<file path="config.mk">
export PLATFORM = sky130hd
export DESIGN_NAME = fetch_unit
export DESIGN_NICKNAME = d
export VERILOG_FILES = /design/src/rtl/fetch_unit.sv
export SDC_FILE = /design/constraint.sdc
export NUM_CORES = 1
export LEC_CHECK = 0
export CORE_MARGIN = 4
export CORE_UTILIZATION = 46
export CTS_BUF_LIST = sky130_fd_sc_hd__clkbuf_8
export DETAILED_ROUTE_END_ITERATION = 6
export HOLD_SLACK_MARGIN = 0.1
export PLACE_DENSITY = 0.79
export SYNTH_ARGS = -nofsm -noshare
export SYNTH_HDL_FRONTEND = slang
export SYNTH_SLANG_ARGS = --single-unit
</file>
<file path="constraint.sdc">
create_clock -name Clk -period 2.6 [get_ports Clk]
set_input_delay 0.52 -clock Clk [delete_from_list [all_inputs] [get_ports Clk]]
set_output_delay 0.52 -clock Clk [all_outputs]
set_load 0.005 [all_outputs]
</file>
<file path="src/rtl/fetch_unit.sv">
// Program counter and instruction-fetch stage; sequences Start/Done and counts RUN cycles.
// Latency: imem read is combinational, a branch redirects the PC on the next edge (no bubbles).
// Backpressure: stall holds PC, state and cycle counter; the opcode is still presented while stalled.
module fetch_unit #(
    parameter int                 PC_W      = 10,
    parameter int                 INSTR_W   = 9,
    parameter logic [INSTR_W-1:0] HALT_WORD = 9'h1FF,
    parameter int                 CNT_W     = 16
) (
    input  logic               Clk,
    input  logic               Reset,
    input  logic               Start,
    input  logic               stall,
    input  logic [INSTR_W-1:0] instr_in,
    input  logic               jump_en,
    input  logic               alu_branch,
    input  logic [PC_W-1:0]    lut_target,
    output logic [PC_W-1:0]    pc_out,
    output logic [4:0]         opcode,
    output logic [3:0]         operand,
    output logic               Done,
    output logic [CNT_W-1:0]   cycle_count
);

    typedef enum logic [1:0] {
        S_IDLE = 2'd0,
        S_RUN  = 2'd1,
        S_HALT = 2'd2
    } state_t;

    state_t            state_q, state_d;
    logic [PC_W-1:0]   pc_q, pc_d;
    logic [CNT_W-1:0]  cnt_q, cnt_d;
    logic              done_q, done_d;
    logic              is_halt;

    assign is_halt     = (instr_in == HALT_WORD);
    assign pc_out      = pc_q;
    assign Done        = done_q;
    assign cycle_count = cnt_q;

    // State, PC, counter and Done registers; reset overrides everything.
    always_ff @(posedge Clk) begin
        if (Reset) begin
            state_q <= S_IDLE;
            pc_q    <= '0;
            cnt_q   <= '0;
            done_q  <= 1'b0;
        end else begin
            state_q <= state_d;
            pc_q    <= pc_d;
            cnt_q   <= cnt_d;
            done_q  <= done_d;
        end
    end

    // Next-state, next-PC and decoder outputs. HALT detection is checked before
    // the branch so a halt word can never redirect the PC.
    always_comb begin
        state_d = state_q;
        pc_d    = pc_q;
        cnt_d   = cnt_q;
        done_d  = done_q;
        opcode  = 5'b00000;
        operand = 4'b0000;
        case (state_q)
            S_IDLE, S_HALT: begin
                // Start wins over stall outside RUN.
                if (Start) begin
                    state_d = S_RUN;
                    pc_d    = '0;
                    cnt_d   = '0;
                    done_d  = 1'b0;
                end
            end
            S_RUN: begin
                operand = instr_in[3:0];
                // The halt encoding is not a real opcode; keep the decoder on NOP.
                opcode  = is_halt ? 5'b00000 : instr_in[INSTR_W-1 -: 5];
                if (!stall) begin
                    if (cnt_q != '1) begin
                        cnt_d = cnt_q + 1'b1;
                    end
                    if (is_halt) begin
                        state_d = S_HALT;
                        done_d  = 1'b1;
                    end else if (jump_en && alu_branch) begin
                        pc_d = lut_target;
                    end else begin
                        pc_d = pc_q + 1'b1;
                    end
                end
            end
            default: begin
                state_d = S_IDLE;
            end
        endcase
        // Decoder sees NOP in the same cycle reset is asserted.
        if (Reset) begin
            opcode  = 5'b00000;
            operand = 4'b0000;
        end
    end

endmodule
</file>
-- Word-level counts from Yosys, hierarchy flattened
Cells that the tools add are included.
- $add $sub $neg: 2
- muxes and demuxes: 22
- reductions and logical operators: 8
- equal/unequal tests: 9
- operators by type and width (kind ; count):
    $mux W16 ; 3
    $mux W10 ; 4
    $pmux W16 S2 ; 1
    $pmux W10 S2 ; 1
    $add A16 B1 Y16 const B ; 1
    $ne A16 B16 Y1 const B ; 1
    $mux W5 ; 3
    $reduce_and A4 Y1 ; 3
    $add A10 B1 Y10 const B ; 1
    $ne A2 B2 Y1 const B ; 5
    $eq A9 B9 Y1 const B ; 1
    $mux W4 ; 2
    $mux W2 ; 3
    $pmux W2 S2 ; 1
    $mux W1 ; 3
    $reduce_and A3 Y1 ; 1
    $eq A2 B1 Y1 const B ; 1
    $eq A2 B2 Y1 const B ; 1
    $logic_not A2 Y1 ; 1
    $pmux W1 S2 ; 1
    $reduce_bool A2 Y1 ; 1
    $reduce_or A2 Y1 ; 1
    $logic_and A1 B1 Y1 ; 1
- output and inout port bits: 36
- flip-flop bits (word level): 29
- word-level logic and storage cells: 45

-- Depth between registers and ports, before layout
- depth in word-level cells: 5
- gate-level depth with buffers: 7
- mapped depth without buffers: 6

-- Least setup slack after synthesis
OpenSTA, ideal clock, no wires.
- kind: register -> register
- start point: reg cnt_q[0], in the netlist cycle_count[0]
- end point: reg cnt_q[8], in the netlist cycle_count[8]
- required time: 2.479 ns
- period minus slack after synthesis: 2.073 ns
- arrival: 1.952 ns
- cell stages (with the launch flop): 8
- path buffers: 1
- setup time: 0.121 ns
- setup slack: 0.527 ns
- path through: dfxtp_1 > ha_1 > nand3_2 > or4_1 > buf_2 > o31a_1 > a41oi_1 > a21oi_1
- word-level cells in the longest chain between the ends: 4
- elaborated cells between the ends (all ways): 7
- classes of those cells: add/sub: 1; eq/ne: 2; mux: 3; reduce/logical: 1
- ends and longest elaborated chain (item ; RTL line ; text):
    start: declaration ; 33 ; logic [CNT_W-1:0] cnt_q, cnt_d;
    start signal: assignment ; 52 ; cnt_q <= cnt_d;
    $add A16 B1 Y16 ; 82 ; cnt_d = cnt_q + 1'b1;
    $mux W16 ; 81 ; if (cnt_q != '1) begin
    $mux W16 ; 80 ; if (!stall) begin
    $pmux W16 S2 ; 66 ; case (state_q)
Several ways; a longest one is shown, not always the timed one. The select of a mux whose other input is x is not followed.
A chain may end at the register's enable or synchronous reset.

-- Worst setup path after layout
- start point: in Reset
- end point: out operand[1]
- word-level cells in the longest chain between the ends: 1
- ends and longest elaborated chain (item ; RTL line ; text):
    start: declaration ; 11 ; input logic Reset,
    $mux W4 ; 99 ; if (Reset) begin
    end: declaration ; 20 ; output logic [3:0] operand,
Every way passes these cells.

==> results.md <==
Status:
- The flow ran to the end, and the final reports show no timing, DRC or antenna violations.

Routing:
- The DRC marker count from the first detailed-route iteration is 203.
- The aggregate routed wire length is 5192 um.
- The pre-antenna-repair detailed-routing pass consisted of 4 iterations.
- Once detail routing completed, the nets flagged for antenna violations numbered 0.
- The via count normalized by instance count is 5.801.
- After detailed routing, the number of remaining DRC violations is 0.
- The final routed wire length divided by cell count is 14.96 um.
- The via count is 2,013.

Floorplan:
- In this run the horizontal extent of the chip is 68.40 um.
- The region available for standard cell placement spans 3416 um2.
- The initialized floorplan defines 21 standard-cell rows.
- The height of the chip is 68.40 um.
- During I/O placement, the number of pins put on the boundary was 61.
- For this configuration, the core starts out at a cell density of 0.4912.
- The floorplan step defined a die boundary enclosing 4678 um2.

Worst setup path:
- Of all nets on the critical path, the largest fanout is 7.
- The beginning of the critical path is Reset.
- The kind of launch point of the worst setup path is an input port.
- In this run the critical register-to-register path is launched from cycle_count[1].
- The data required time at the worst endpoint is 2.08 ns.
- Data on the critical path arrives at its endpoint at 1.95 ns.
- The setup check on the worst reg-to-reg path leaves a slack of 0.31 ns.
- The nature of the critical path endpoint is a primary output.
- The setup path with the least slack is of type input port to primary output.

Yosys:
- In the synthesized netlist the async set-or-reset flop fraction comes to 0.
- The post-synthesis cell count is 220.
- The share of synthesized area in the top cell type comes to 0.3460.
- By area the synthesized netlist is led by dfxtp_1, a21oi_1, nand2_1, and3_1, nand3_1.
- The flip-flop and latch count after synthesis is 29.
- The commonest register cell after synthesis is dfxtp_1.
- The largest total area in the synthesized netlist belongs to dfxtp_1.
- The share of synthesized cell area in and, or, nand and nor gates is 0.3125.
- The number of different library cells used by synthesis comes to 51.
- The number of enable flip-flop cells after synthesis is 0.
- Synthesis produced a netlist with a net count of 247.
- The dominant combinational cell family by area after synthesis is simple AND/OR/NAND/NOR gates.
- The mux cell area share after synthesis is 0.006711.
- During synthesis, Yosys emitted a total of 0 warnings.
- The fraction of the mapped netlist area in compound gates is 0.2819.
- The adder-cell area share of the yosys netlist is 0.01491.
- A synthesized cell averages 7.627 um2.
- The xor and xnor area share after synthesis is 0.005220.
- The cell area after technology mapping is 1678 um2.
- The sequential element share of the synthesized area is 0.3460.

CTS:
- The H-tree was split into 2 levels.
- The longest clock path from root to sink contains 2 buffers.
- The tree is rooted in a clkbuf_8.
- The number of buffers created by CTS is 5.
- The later pin in the worst-skew pair is clocked with a latency of 0.28 ns.
- The clock slew at the register clock pins of the worst setup and hold paths is 0.06 ns.
- The CTS tree is built.
- The sink count of the clock tree is 29.

Pwr:
- Power spread over the standard cell area amounts to 426.3 nW/um2.
- VDD sags by at most 0.3259 mV.
- The cell leakage power is 1.004 nW.

GRT:
- Across every metal layer, demand over resource in global routing totals 0.2335.
- The initial antenna violation count was 0.
- The overflow left after global routing is 0.
- The via count of the first global-routing pass came to 1,769.
- The largest net degree at the start of global routing is 12.
- The first global-routing pass estimated 8273 um of wire.

Job:
- The count of maximum capacitance violations is 0.

STA:
- At the pin with the least slew margin, the transition time is 0.5710 ns.
- Final hold analysis gives a worst-case slack of 0.4742 ns.
- The final period utilization is 0.9489.
- The clock skew is 0.006966 ns.
- The count of final max-slew check failures came to 0.
- Headroom to the max-slew limit came out at 0.6158.
- Setup repair after global routing left no endpoint under its margin.
- The worst path in the final design needs a cycle of 2.467 ns, including I/O delays and setup.
- For this run, the top clock speed supported by timing is 405.3 MHz.
- The final setup violation count is 0.
- The hold violation total from the final report is 0.

Finish:
- The share of post-route cells with drive strength above 1 is 0.1329.
- The number of antenna diodes in the final layout is 0.
- The area growth from synthesis to layout is 54.59%.
- At the end of the flow the core is filled with cells to 0.7593.
- The net count reported at finish is 327.

Placed design:
- Summed over all nets, the half-perimeter wirelength after detailed placement is 3866 um.
- The global placer's final weighted congestion is 0.9236.
- The count of input and output buffers is 60.

Hold path:
- The hold path startpoint is Done.
- The path class of the tightest hold or removal check is flop to flop.
## worst max-delay path, cell delays in order
cell and delay, ns:
clkdlybuf4s50_1 0.56, clkinv_1 0.22, and3_1 0.20, clkdlybuf4s50_1 0.45
## power breakdown
part / switching [mW] / internal (mW) / leakage, nW
registers: 0.00597 / 0.449 / 0.234
clock network: 0.169 / 0.308 / 0.0626
logic: 0.0844 / 0.0887 / 0.707
## per-stage QoR
stage	instance area [um2]	setup TNS, ns	instances	power, mW	setup WS (ns)
finish	2594	0	347	1.106	0.1330
global route	2594	0	347	1.150	0.06818
CTS	2561	0	345	1.109	0.01942
detailed placement	2427	-0.1566	335	0.6347	-0.04684
global placement	2427	-0.03839	335	0.6332	-0.01065
floorplan	1678	0	220	0.5430	0.5273
## path summary, 6_finish.rpt
path | to | depth (start not counted)
worst min-delay path | Done | 2
worst max-delay path | operand[1] | 4
worst min register to register | Done | 2
worst max register to register | cycle_count[14] | 6
## cells in the mapped netlist (all sizes together) (2+ instances only)
cell type	number
o2bb2ai	2
nand2	25
and2	2
a311oi	4
ha	2
and3	12
nand3	15
o21a	2
o31ai	3
a41oi	2
nor4	2
clkbuf	6
inv	6
nor3	10
nand2b	5
a31oi	6
dfxtp	29
a22oi	2
nor2	18
or4	2
o22ai	5
nand4	3
o21ai	11
a21oi	26
## sequential cells by signal (all words and copies together), names as in the netlist
name and flops:
Done 1, pc_out 10, cycle_count 16, state_q 2
## layout make-up
cell class,instances,area [um2]
clock inverter,2,33.78
fill,278,822.0
clock buffer,6,82.58
timing repair buffer,80,763.2
tap,46,57.56
multi-input combinational,177,1050
inverter,7,26.28
sequential,29,580.6
## placed cells by master (no fill, tap or decap), types with 3 or more instances in the layout
cell / n
dfxtp_1: 29
clkdlybuf4s50_1: 55
nor3_1: 8
nor2_1: 17
o21ai_0: 9
inv_1: 7
nand2b_1: 5
a311oi_1: 4
and3_1: 12
a31oi_1: 6
clkbuf_8: 6
o22ai_1: 4
a21oi_1: 26
nand2_1: 23
nand3_1: 14
buf_4: 20
nand4_1: 3
dlymetal6s2s_1: 5
## per-layer routing
layer | up-vias | track usage | wire (um)
met2 | 75 | 0.3468 | 2340
met1 | 941 | 0.3244 | 2398
met4 | 0 | 0.08685 | 80
met3 | 8 | 0.05419 | 373
li1 | 989 | - | -
met5 | - | 0 | 0
## cell families after synthesis
kind of cell / after synthesis
xor gates and xnor gates: 1
DFF: 29
adders and majority gates: 2
AOI/OAI and AO/OA: 72
and+or+nand+nor: 101
buffers and inverters: 14
muxes: 1
## repair_timing
item                       CTS  global route
hold buffers                 0             0
pin swaps                    2             3
resized for setup            1             7
setup endpoints to repair    4             5
setup buffers                2             2
(Power assumes the default switching activity.)
